**src/rtl/ir_decode_pkg.sv**
```systemverilog
// Shared constants for the instruction-register decoder: widths, family codes,
// condition codes and the flag-nibble layout.
package ir_decode_pkg;

    localparam int unsigned IR_W   = 32;
    localparam int unsigned FLAG_W = 4;
    localparam int unsigned FAM_W  = 4;
    localparam int unsigned COND_W = 4;

    // Instruction families reported to the control state machine
    localparam logic [FAM_W-1:0] FAM_DP_IMMSH = 4'd0;
    localparam logic [FAM_W-1:0] FAM_DP_REGSH = 4'd1;
    localparam logic [FAM_W-1:0] FAM_DP_IMM   = 4'd2;
    localparam logic [FAM_W-1:0] FAM_MUL      = 4'd3;
    localparam logic [FAM_W-1:0] FAM_MULL     = 4'd4;
    localparam logic [FAM_W-1:0] FAM_LDST     = 4'd8;
    localparam logic [FAM_W-1:0] FAM_LDSTH    = 4'd9;
    localparam logic [FAM_W-1:0] FAM_SWP      = 4'd12;
    localparam logic [FAM_W-1:0] FAM_BR       = 4'd14;
    localparam logic [FAM_W-1:0] FAM_UNDEF    = 4'd15;

    // ARMv4 condition field encodings
    localparam logic [COND_W-1:0] CC_EQ = 4'b0000;
    localparam logic [COND_W-1:0] CC_NE = 4'b0001;
    localparam logic [COND_W-1:0] CC_CS = 4'b0010;
    localparam logic [COND_W-1:0] CC_CC = 4'b0011;
    localparam logic [COND_W-1:0] CC_MI = 4'b0100;
    localparam logic [COND_W-1:0] CC_PL = 4'b0101;
    localparam logic [COND_W-1:0] CC_VS = 4'b0110;
    localparam logic [COND_W-1:0] CC_VC = 4'b0111;
    localparam logic [COND_W-1:0] CC_HI = 4'b1000;
    localparam logic [COND_W-1:0] CC_LS = 4'b1001;
    localparam logic [COND_W-1:0] CC_GE = 4'b1010;
    localparam logic [COND_W-1:0] CC_LT = 4'b1011;
    localparam logic [COND_W-1:0] CC_GT = 4'b1100;
    localparam logic [COND_W-1:0] CC_LE = 4'b1101;
    localparam logic [COND_W-1:0] CC_AL = 4'b1110;
    localparam logic [COND_W-1:0] CC_NV = 4'b1111;

    // Flag nibble as delivered by the datapath: {N,Z,C,V}
    typedef struct packed {
        logic n;
        logic z;
        logic c;
        logic v;
    } nzcv_t;

endpackage

```
**src/rtl/ir_decode_cond_eval.sv**
```systemverilog
// Condition-field evaluator: decides whether an instruction executes given flags.
module cond_eval
    import ir_decode_pkg::*;
(
    input  logic [COND_W-1:0] cond,
    input  logic [FLAG_W-1:0] nzcv,
    output logic              pass
);

    nzcv_t f;

    assign f = nzcv_t'(nzcv);

    // Map each condition code to its flag predicate; NV never passes
    always_comb begin
        pass = 1'b0;
        case (cond)
            CC_EQ: pass = f.z;
            CC_NE: pass = ~f.z;
            CC_CS: pass = f.c;
            CC_CC: pass = ~f.c;
            CC_MI: pass = f.n;
            CC_PL: pass = ~f.n;
            CC_VS: pass = f.v;
            CC_VC: pass = ~f.v;
            CC_HI: pass = f.c & ~f.z;
            CC_LS: pass = ~f.c | f.z;
            CC_GE: pass = (f.n == f.v);
            CC_LT: pass = (f.n != f.v);
            CC_GT: pass = ~f.z & (f.n == f.v);
            CC_LE: pass = f.z | (f.n != f.v);
            CC_AL: pass = 1'b1;
            CC_NV: pass = 1'b0;
        endcase
    end

endmodule

```
**src/rtl/ir_decode.sv**
```systemverilog
// Instruction register, flag register and instruction-family decoder.
// Optional feature: define IR_DECODE_MULL_EN to decode long multiplies as
// family 4; otherwise that encoding is reported as undefined (family 15).
module ir_decode
    import ir_decode_pkg::*;
(
    input  logic              clk,
    input  logic              rst,
    input  logic              ld_ir,
    input  logic [IR_W-1:0]   mem_data,
    input  logic              ld_cc,
    input  logic [FLAG_W-1:0] alu_nzcv,
    output logic [IR_W-1:0]   ir,
    output logic [FLAG_W-1:0] nzcv,
    output logic [FAM_W-1:0]  family_number,
    output logic              COND,
    output logic              PL,
    output logic              A,
    output logic              IR_20,
    output logic              undef
);

    logic             ir_valid;
    logic [FAM_W-1:0] fam_dec;
    logic             cond_pass;

    // Instruction and flag registers; ir_valid marks that an instruction was fetched
    always_ff @(posedge clk or negedge rst) begin
        if (!rst) begin
            ir       <= '0;
            nzcv     <= '0;
            ir_valid <= 1'b0;
        end else begin
            if (ld_ir) begin
                ir       <= mem_data;
                ir_valid <= 1'b1;
            end
            if (ld_cc) begin
                nzcv <= alu_nzcv;
            end
        end
    end

    // Priority decode of the held instruction into a family code
    always_comb begin
        fam_dec = FAM_UNDEF;
        if (ir[27:22] == 6'b000000 && ir[7:4] == 4'b1001) begin
            fam_dec = FAM_MUL;
        end else if (ir[27:23] == 5'b00001 && ir[7:4] == 4'b1001) begin
`ifdef IR_DECODE_MULL_EN
            fam_dec = FAM_MULL;
`else
            fam_dec = FAM_UNDEF;
`endif
        end else if (ir[27:23] == 5'b00010 && ir[21:20] == 2'b00 && ir[11:4] == 8'b0000_1001) begin
            fam_dec = FAM_SWP;
        end else if (ir[27:25] == 3'b000 && ir[7] && ir[4] && ir[6:5] != 2'b00) begin
            fam_dec = FAM_LDSTH;
        end else if (ir[27:26] == 2'b00 && ir[25]) begin
            fam_dec = FAM_DP_IMM;
        end else if (ir[27:26] == 2'b00 && ir[4]) begin
            fam_dec = FAM_DP_REGSH;
        end else if (ir[27:26] == 2'b00) begin
            fam_dec = FAM_DP_IMMSH;
        end else if (ir[27:26] == 2'b01) begin
            fam_dec = FAM_LDST;
        end else if (ir[27:25] == 3'b101) begin
            fam_dec = FAM_BR;
        end
    end

    cond_eval u_cond_eval (
        .cond (ir[31:28]),
        .nzcv (nzcv),
        .pass (cond_pass)
    );

    // Until the first fetch the register holds no instruction, so report undefined
    assign family_number = ir_valid ? fam_dec : FAM_UNDEF;
    assign COND          = ir_valid & cond_pass;
    assign undef         = (family_number == FAM_UNDEF);
    assign PL            = ir[24];
    assign A             = ir[21];
    assign IR_20         = ir[20];

endmodule

```
**config.mk**
```make
export PLATFORM = sky130hd
export DESIGN_NAME = ir_decode
export DESIGN_NICKNAME = d
export VERILOG_FILES = /design/src/rtl/ir_decode_pkg.sv /design/src/rtl/ir_decode_cond_eval.sv /design/src/rtl/ir_decode.sv
export SDC_FILE = /design/constraint.sdc
export NUM_CORES = 1
export LEC_CHECK = 0
export BUFFER_PORTS_ARGS = -buffer_cell sky130_fd_sc_hd__buf_2
export CORE_ASPECT_RATIO = 1.75
export CORE_MARGIN = 8
export CORE_UTILIZATION = 48
export DETAILED_ROUTE_END_ITERATION = 8
export PLACE_DENSITY = 0.88
export REMOVE_ABC_BUFFERS = 1
export SLEW_MARGIN = 20
export SYNTH_ARGS = -nofsm -noshare
export SYNTH_HDL_FRONTEND = slang
export SYNTH_HIERARCHICAL = 1
export SYNTH_SLANG_ARGS = --single-unit
```
**constraint.sdc**
```tcl
create_clock -name clk -period 3.2 [get_ports clk]
set_input_delay 0.16 -clock clk [delete_from_list [all_inputs] [get_ports clk]]
set_output_delay 0.16 -clock clk [all_outputs]
set_load 0.1 [all_outputs]
```
* Word-level counts from Yosys, hierarchy flattened
Cells that the tools add are included.
** Word-level totals
- Output and inout port bits :: 45
- Word-level logic and storage cells :: 62
- Register bits after elaboration :: 37
** Operators by class
- Mux-type cells :: 11
- Reduce and logical (&&, ||, !) cells :: 15
- Bitwise logic cells :: 9
- Equality and inequality tests :: 24
** Operators with widths (count)
- == test 4 bit, second input constant :: 10
- two-way mux 4 bit :: 8
- == test 4 x 3 -> 1 bit, second input constant :: 4
- one-hot mux 1 bit (16 select lines) :: 1
- logical AND 1 bit :: 9
- == test 4 x 2 -> 1 bit, second input constant :: 2
- == test 8 x 4 -> 1 bit, second input constant :: 1
- zero test 6 bit :: 1
- == test 5 x 1 -> 1 bit, second input constant :: 1
- == test 5 x 2 -> 1 bit, second input constant :: 1
- == test 4 x 1 -> 1 bit, second input constant :: 1
- zero test 2 bit :: 2
- zero test 4 bit :: 1
- NOT 1 bit :: 4
- bitwise AND 1 bit :: 3
- == test 3 bit, second input constant :: 1
- zero test 3 bit :: 1
- two-way mux 3 bit :: 1
- == test 2 x 1 -> 1 bit, second input constant :: 1
- bitwise OR 1 bit :: 2
- nonzero test 2 bit :: 1
- == test 1 bit :: 1
- two-way mux 1 bit :: 1
- != test 1 bit :: 1

* Longest topological paths before layout
Gate-level depths: netlist of run 1.
- Depth in word-level cells :: 12
- Depth in mapped cells :: 7
- Depth with buffers taken out :: 6

* Cells and area by module
The synthesis of run 1 kept the hierarchy.
** By module, submodules not included
- ir_decode :: seq. area each 925.9 µm², area an instance 1527.7 µm², instances 1, cells each 103
- cond_eval :: seq. area each 0.0 µm², area an instance 155.1 µm², instances 1, cells each 23

* Worst setup path before layout of run 1
OpenSTA, ideal clock, no wires.
- Path type :: register -> output
- From :: reg ir[24]
- To :: out undef
- Required time :: 3.040 ns
- Arrival time :: 4.636 ns
- Setup slack :: -1.596 ns
- Stages on the path, launching flop included :: 5
- Cells stage by stage :: dfrtp_1 > nor4b_1 > a21oi_1 > a32oi_1 > a21boi_1
** On the way
- Word-level cells in the longest chain between the ends :: 8
- Elaborated cells on any way between the ends :: 12
** RTL lines
- from (decl) :: RTL line ir_decode.sv:13 : output logic [IR_W-1:0] ir,
- from (signal assigned) :: RTL line ir_decode.sv:35 : ir <= mem_data;
- == test 5 x 2 -> 1 bit :: RTL line ir_decode.sv:55 : end else if (ir[27:23] == 5'b00010 && ir[21:20] == 2'b00 && ir[11:4] == 8'b0000_1001) begin
- logical AND 1 bit (2 in a row) :: RTL line ir_decode.sv:55
- two-way mux 4 bit :: RTL line ir_decode.sv:55
- two-way mux 4 bit :: RTL line ir_decode.sv:49 : end else if (ir[27:23] == 5'b00001 && ir[7:4] == 4'b1001) begin
- two-way mux 4 bit (*) :: RTL line ir_decode.sv:47 : if (ir[27:22] == 6'b000000 && ir[7:4] == 4'b1001) begin
- two-way mux 4 bit (*) :: RTL line ir_decode.sv:79 : assign family_number = ir_valid ? fam_dec : FAM_UNDEF;
- named net family_number[3] :: RTL line ir_decode.sv:15 : output logic [FAM_W-1:0] family_number,
- == test 4 bit (*) :: RTL line ir_decode.sv:81 : assign undef = (family_number == FAM_UNDEF);
- to (decl) :: RTL line ir_decode.sv:20 : output logic undef
Mark *: on every way through the listed nets, which the timed path passes. The rest lies on a longest branch.

* Worst setup path in the final report of run 1
- From :: reg nzcv[3]
- To :: out COND
** On the way
- Word-level cells in the longest chain between the ends :: 4
- Elaborated cells on any way between the ends :: 7
** RTL lines
- from (decl) :: RTL line ir_decode.sv:14 : output logic [FLAG_W-1:0] nzcv,
- from (signal assigned) :: RTL line ir_decode.sv:39 : nzcv <= alu_nzcv;
- != test 1 bit / == test 1 bit (equally long branches)
- bitwise OR 1 bit / bitwise AND 1 bit (equally long branches) :: RTL line ir_decode_cond_eval.sv:31, ir_decode_cond_eval.sv:30
- one-hot mux 1 bit (16 select lines) (*) :: RTL line ir_decode_cond_eval.sv:17 : case (cond)
- named net cond_pass :: RTL line ir_decode.sv:25 : logic cond_pass;
- bitwise AND 1 bit (*) :: RTL line ir_decode.sv:80 : assign COND = ir_valid & cond_pass;
- to (decl) :: RTL line ir_decode.sv:16 : output logic COND,
Marks and branches as above.

==> results of run 1 <==
state kept, by name, indices dropped and copies added (netlist names):
| signal | cells |
|---|---|
| ir | 32 |
| ir_valid | 1 |
| nzcv | 4 |
critical path, stage by stage (launching register included):
cell and delay, ns:
dfrtp_1 0.41, xor2_1 0.30, xor2_1 0.11, a2111oi_1 0.41
a311oi_1 0.08, o22ai_1 0.13, and2_1 0.13, buf_2 0.42
worst max path at each step:
stage / end / slack (ns) / cells after the start / start
2_1_floorplan: undef / -2.20 / 4 / ir[24]
3_3_place_gp: COND / 1.13 / 7 / ir[28]
3_5_place_dp: undef / 1.08 / 5 / ir[9]
4_1_cts: undef / 0.76 / 5 / ir[9]
5_1_grt: undef / 0.60 / 5 / ir[9]
6_report: COND / 0.76 / 7 / nzcv[3]
per-stage QoR:
stage               power, mW  utilization  hold slack, ns  area (sq um)
floorplan                1.12            -          -0.136          1630
global placement         1.24        0.627           0.296          2110
detailed placement       1.25        0.627           0.301          2110
CTS                      1.67        0.666          0.0911          2240
global route             1.72        0.666          0.0940          2240
finish                   1.65        0.666           0.103          2240
synth_stat cells:
cell type  count
o31a_1         1
o22a_1         1
buf_2          2
nor2b_1        4
nand2b_1       2
o22ai_1        1
nand3b_1       2
nor3_2         1
o221ai_1       1
clkbuf_1       3
a21boi_1       1
nor4_1         1
nor4b_1        2
nand2_1        3
buf_4          4
or3b_1         1
a32oi_1        1
o21ai_0        2
a2111oi_1      1
a21oi_1        4
a211oi_1       1
nor2_1         2
nor3_1         1
dfrtp_1       37
mux2i_1        1
and2b_1        2
mux2_2        36
and2_1         1
or2_2          1
inv_1          1
xnor2_1        1
a311oi_1       1
xor2_1         3
final cells by class:
type | instances | area share
flip-flops and latches | 37 | 0.414
multi-input cells | 79 | 0.314
repair buffers | 85 | 0.192
clock buffers | 6 | 0.0369
well taps | 45 | 0.0252
clock inverters | 2 | 0.0168
inverters | 1 | 0.00168
kinds of logic (layout without fill, tap and decap cells):
group | after synthesis | in the layout | share of synthesized area
AOI/OAI and AO/OA | 15 | 15 | 0.0625
xor gates and xnor gates | 4 | 4 | 0.0208
buffers and inverters | 10 | 94 | 0.0327
DFF | 37 | 37 | 0.550
muxes | 37 | 37 | 0.247
and+or+nand+nor | 23 | 23 | 0.0870
power groups by stage:
stage	combinational, mW	sequential (mW)	clock [mW]
floorplan	0.190	0.927	0
global placement	0.680	0.563	0
detailed placement	0.685	0.567	0
CTS	0.686	0.558	0.426
global route	0.704	0.567	0.446
finish	0.682	0.559	0.411
per-layer routing:
layer,part of all wire,global-route usage
met1,0.34,0.142
met2,0.57,0.285
met3,0.060,0.0395
met4,0.027,0.0841
met5,0,0
==> impl_metrics.py, run 1 <==
metrics = {
    "global_route": {
        "grt.total_usage": 0.153,
        "grt_pass1_wl_microns": 6600,
        "globalRouteOverflowTotal": 0,
        "grt_max_degree": 38,
        "grt_pass1_vias": 1486,
        "grt_antenna_before_repair": 0,
    },
    "route": {
        "route.vias.total": 1305,
        "drc_errors": 0,
        "routedWlPerCell_microns": 16.2,
        "wl_microns": 4130,
        "ant_nets": 0,
        "drt-initial-drc-count": 54,
        "dr.pass1.iters": 4,
        "viasPerCell": 5.12,
    },
    "timing": {
        "rsz0062_at_grt": "no",
        "finalSetupViolCount": 0,
        "finalHoldViolCount": 0,
        "clock_skew_ns": 0,
        "timing.final.crit_period_ns": 2.44,
        "setup_ws_ns": 0.758,
        "max_freq_ghz": 0.409,
        "max-slew-margin-rel": 0.469,
        "worstMarginPinSlew_ns": 0.797,
        "final_max_slew_viol_count": 0,
        "fin_tns_setup_ns": 0,
        "min_period_over_period": 0.763,
    },
    "clocking": {
        "cts_buffer_depth": 2,
        "cts.repair.resized": 0,
        "cts_tree": "yes",
        "worst_skew_pair.late_latency_ns": 0.28,
        "numCtsBuffers": 5,
        "cts_hold_buf": 1,
        "cts_max_level": 2,
        "root_buffer": "clkbuf_8",
        "clk_pin_slew_worst_paths_ns": 0.07,
        "cts_setup_buffers": 0,
        "numClockSinks": 37,
    },
    "synth": {
        "synth_area_leaders": "dfrtp_1 55%, mux2_2 24%, buf_4 1.8%",
        "ys_warn_count": 6,
        "synth_top_area_share": 0.550,
        "syn_area_sq_um": 1680,
        "avgSynthCellArea_sq_um": 13.4,
        "ys_seq_area_frac": 0.550,
        "synth_cells": 126,
        "ys_types": 33,
        "yosysTopAreaCell": "dfrtp_1",
        "ys_ff_latch": 37,
    },
    "power": {
        "seq_power_share": 0.338,
        "power_switching_mw": 0.757,
        "leakage_nw": 1.06,
        "combPwrFrac": 0.413,
        "vdd_drop_max_v": 0.000549,
        "p_int_mw": 0.894,
        "p_per_area_nw_per_um2": 738,
        "p_clk_frac": 0.249,
        "swShare": 0.459,
    },
    "critical_path": {
        "cp.arrival_ns": 2.28,
        "timing.rr.start": "ir[28]",
        "r2r-end": "ir[28]",
        "start_kind": "flip-flop",
        "cp.required_ns": 3.04,
        "path_class": "flip-flop to output port",
        "cp-end-kind": "output port",
        "reg2reg_slack_ns": 2.29,
        "worstPathMaxFanout": 4,
        "r2r_cells": 1,
    },
    "final_layout": {
        "final_common_cell": "buf_2",
        "nNetsFinal": 249,
        "final-seq-area_sq_um": 926,
        "fillers": 286,
        "syn_to_final_growth_pct": 33.0,
        "layoutNonFillerInstCount": 255,
        "drive_above_1_share": 0.619,
        "mostFrequentLayoutCells": "84 x buf_2, 37 x dfrtp_1, 36 x mux2_2, 6 x clkbuf_8",
        "multiInputGateArea_sq_um": 702,
        "n_antenna_cell": 0,
    },
    "floorplan": {
        "die_x_microns": 60.8,
        "ios": 85,
        "die-area_sq_um": 5730,
        "initial_core_util": 0.500,
        "row_count": 28,
        "core_area_sq_um": 3360,
        "die_h_microns": 94.3,
    },
    "placed_design": {
        "globalplace.congestion": 0.745,
        "pre_cts_slack_ns": 1.08,
        "port_buffers": 84,
        "dp.cells": 246,
    },
    "min_path": {
        "hold_class": "input pin to flip-flop",
        "min_path_cells": 2,
        "min_from": "mem_data[18]",
        "hold_end": "ir[18]",
    },
    "run": {
        "maxCapViolCount": 0,
    },
    "outcome": {
        "status": "finished, final reports clean",
    },
}
Note: power is estimated with default switching activity, not from simulation.
==> run 2, diff against run 1 <==
--- a/config.mk
+++ b/config.mk
@@ -8,9 +8,9 @@
 export BUFFER_PORTS_ARGS = -buffer_cell sky130_fd_sc_hd__buf_2
 export CORE_ASPECT_RATIO = 1.75
 export CORE_MARGIN = 8
-export CORE_UTILIZATION = 48
+export CORE_UTILIZATION = 41
 export DETAILED_ROUTE_END_ITERATION = 8
-export PLACE_DENSITY = 0.88
+export PLACE_DENSITY = 0.8
 export REMOVE_ABC_BUFFERS = 1
 export SLEW_MARGIN = 20
 export SYNTH_ARGS = -nofsm -noshare
==> constraint.sdc (replaced) <==
create_clock -name clk -period 2.2 [get_ports clk]
set_input_delay 0.11 -clock clk [delete_from_list [all_inputs] [get_ports clk]]
set_output_delay 0.11 -clock clk [all_outputs]
set_load 0.1 [all_outputs]
==> impl_metrics.py, run 2 (synthesized netlist as in run 1, its figures left out) <==
metrics = {
    "outcome": {
        "status": "finished, final reports clean",
    },
    "global_route": {
        "grt_max_degree": 38,
        "grt_pass1_vias": 1501,
        "globalRouteOverflowTotal": 0,
        "grt_antenna_before_repair": 0,
        "grt_pass1_wl_microns": 6990,
        "grt.total_usage": 0.135,
    },
    "timing": {
        "fin_tns_setup_ns": 0,
        "finalHoldViolCount": 0,
        "max-slew-margin-rel": 0.465,
        "clock_skew_ns": 0,
        "final_max_slew_viol_count": 0,
        "min_period_over_period": 0.950,
        "timing.final.crit_period_ns": 2.09,
        "max_freq_ghz": 0.479,
        "worstMarginPinSlew_ns": 0.803,
        "setup_ws_ns": 0.111,
        "finalSetupViolCount": 0,
        "rsz0062_at_grt": "no",
        "hold_ws_ns": 0.0538,
    },
    "critical_path": {
        "cpPeakStageDelay_ns": 0.41,
        "r2r-end": "nzcv[0]",
        "r2r_cells": 2,
        "reg2reg_slack_ns": 1.27,
        "cp-end-kind": "output port",
        "cp.required_ns": 2.09,
        "start_kind": "flip-flop",
        "cp_slowest_cell": "or3b_4",
        "crit_start": "ir[5]",
        "cp.arrival_ns": 1.98,
        "timing.rr.start": "nzcv[0]",
        "crit_end": "undef",
        "worstPathMaxFanout": 3,
        "path_class": "flip-flop to output port",
        "worstPathCellList": "nor3_2 -> or3b_4 -> o31a_1 -> a21boi_2 -> buf_12",
    },
    "run": {
        "maxCapViolCount": 0,
    },
    "placed_design": {
        "port_buffers": 84,
        "dp.cells": 252,
        "hpwl_microns": 3310,
        "pre_cts_slack_ns": 0.213,
        "globalplace.congestion": 0.742,
    },
    "clocking": {
        "worst_skew_pair.late_latency_ns": 0.28,
        "numCtsBuffers": 5,
        "cts_tree": "yes",
        "cts_max_level": 2,
        "cts_buffer_depth": 2,
        "numClockSinks": 37,
        "clk_pin_slew_worst_paths_ns": 0.08,
        "root_buffer": "clkbuf_8",
    },
    "route": {
        "viasPerCell": 5.04,
        "dr.pass1.iters": 4,
        "dr_wl_met2_microns": 2310,
        "ant_nets": 0,
        "drc_errors": 0,
        "route.vias.total": 1331,
        "wl_microns": 4250,
        "drt-initial-drc-count": 55,
        "highest_layer": "met4",
        "met1_length_microns": 1510,
        "routedWlPerCell_microns": 16.1,
        "wl_met3_microns": 308,
    },
    "final_layout": {
        "top_register": "ir",
        "n_antenna_cell": 0,
        "mostFrequentLayoutCells": "79 x buf_2, 36 x mux2_2, 34 x dfrtp_1, 6 x clkbuf_8",
        "top_regs": "ir: 32 flops, nzcv: 4 flops, ir_valid: 1 flops",
        "largest_register_ffs": 32,
        "final_common_cell": "buf_2",
        "nNetsFinal": 254,
        "layoutNonFillerInstCount": 264,
        "drive_above_1_share": 0.684,
        "syn_to_final_growth_pct": 42.9,
    },
    "floorplan": {
        "die-area_sq_um": 6490,
        "die_x_microns": 64.4,
        "core_area_sq_um": 4030,
        "initial_core_util": 0.417,
        "row_count": 31,
        "ios": 85,
        "die_h_microns": 101,
    },
    "power": {
        "leakage_nw": 1.12,
        "p_total_mw": 2.49,
        "p_per_area_nw_per_um2": 1040,
        "vdd_drop_max_v": 0.000751,
    },
    "min_path": {
        "hold_class": "input pin to flip-flop",
    },
}
run 2: routing by layer:
metal	track usage	vias up
li1	-	628
met1	0.132	641
met2	0.240	50
met3	0.0490	12
met4	0.0676	0
met5	0	-
run 2: worst min path at each step:
stage	start	endpoint	slack (ns)	cells past startpoint
detailed placement	rst	ir[2]	0.25	1
finish	mem_data[27]	ir[27]	0.05	2
global route	mem_data[19]	ir[19]	0.05	2
global placement	rst	ir[4]	0.25	1
floorplan	rst	ir[0]	-0.19	0
CTS	mem_data[7]	ir[7]	0.05	2
run 2: layout make-up:
type	instances	area, sq um
clock buffer	7	86.3
clock inverter	1	30.0
fill	361	1630
inverter	1	3.75
multi-input combinational	79	751
sequential	37	930
tap	49	61.3
timing repair buffer	90	543
run 2: per-stage QoR:
step | area [sq um] | util
2_1_floorplan | 1630 | -
3_3_place_gp | 2200 | 0.546
3_5_place_dp | 2200 | 0.546
4_1_cts | 2340 | 0.580
5_1_grt | 2400 | 0.596
6_report | 2400 | 0.596
run 2: repair_timing:
action,4_1_cts,5_1_grt
resized for setup,2,11
pin swaps,0,9
buffers inserted,0,3
endpoints found under the setup margin,1,2
endpoints found under the hold margin,37,0
hold buffers,1,0
run 2: worst max-delay path: cells and delay by family (launching register included):
kind,cells,cell delay [ns]
and+or+nand+nor,2,0.62
buffers and inverters,1,0.19
DFF,1,0.40
AOI/OAI and AO/OA,2,0.48
run 2: where the power goes:
group	leakage (nW)	internal, mW	switching [mW]	total, mW
logic	0.637	0.258	0.821	1.08
registers	0.427	0.748	0.0695	0.817
clock network	0.0585	0.370	0.229	0.598
total	1.12	1.37	1.12	2.49
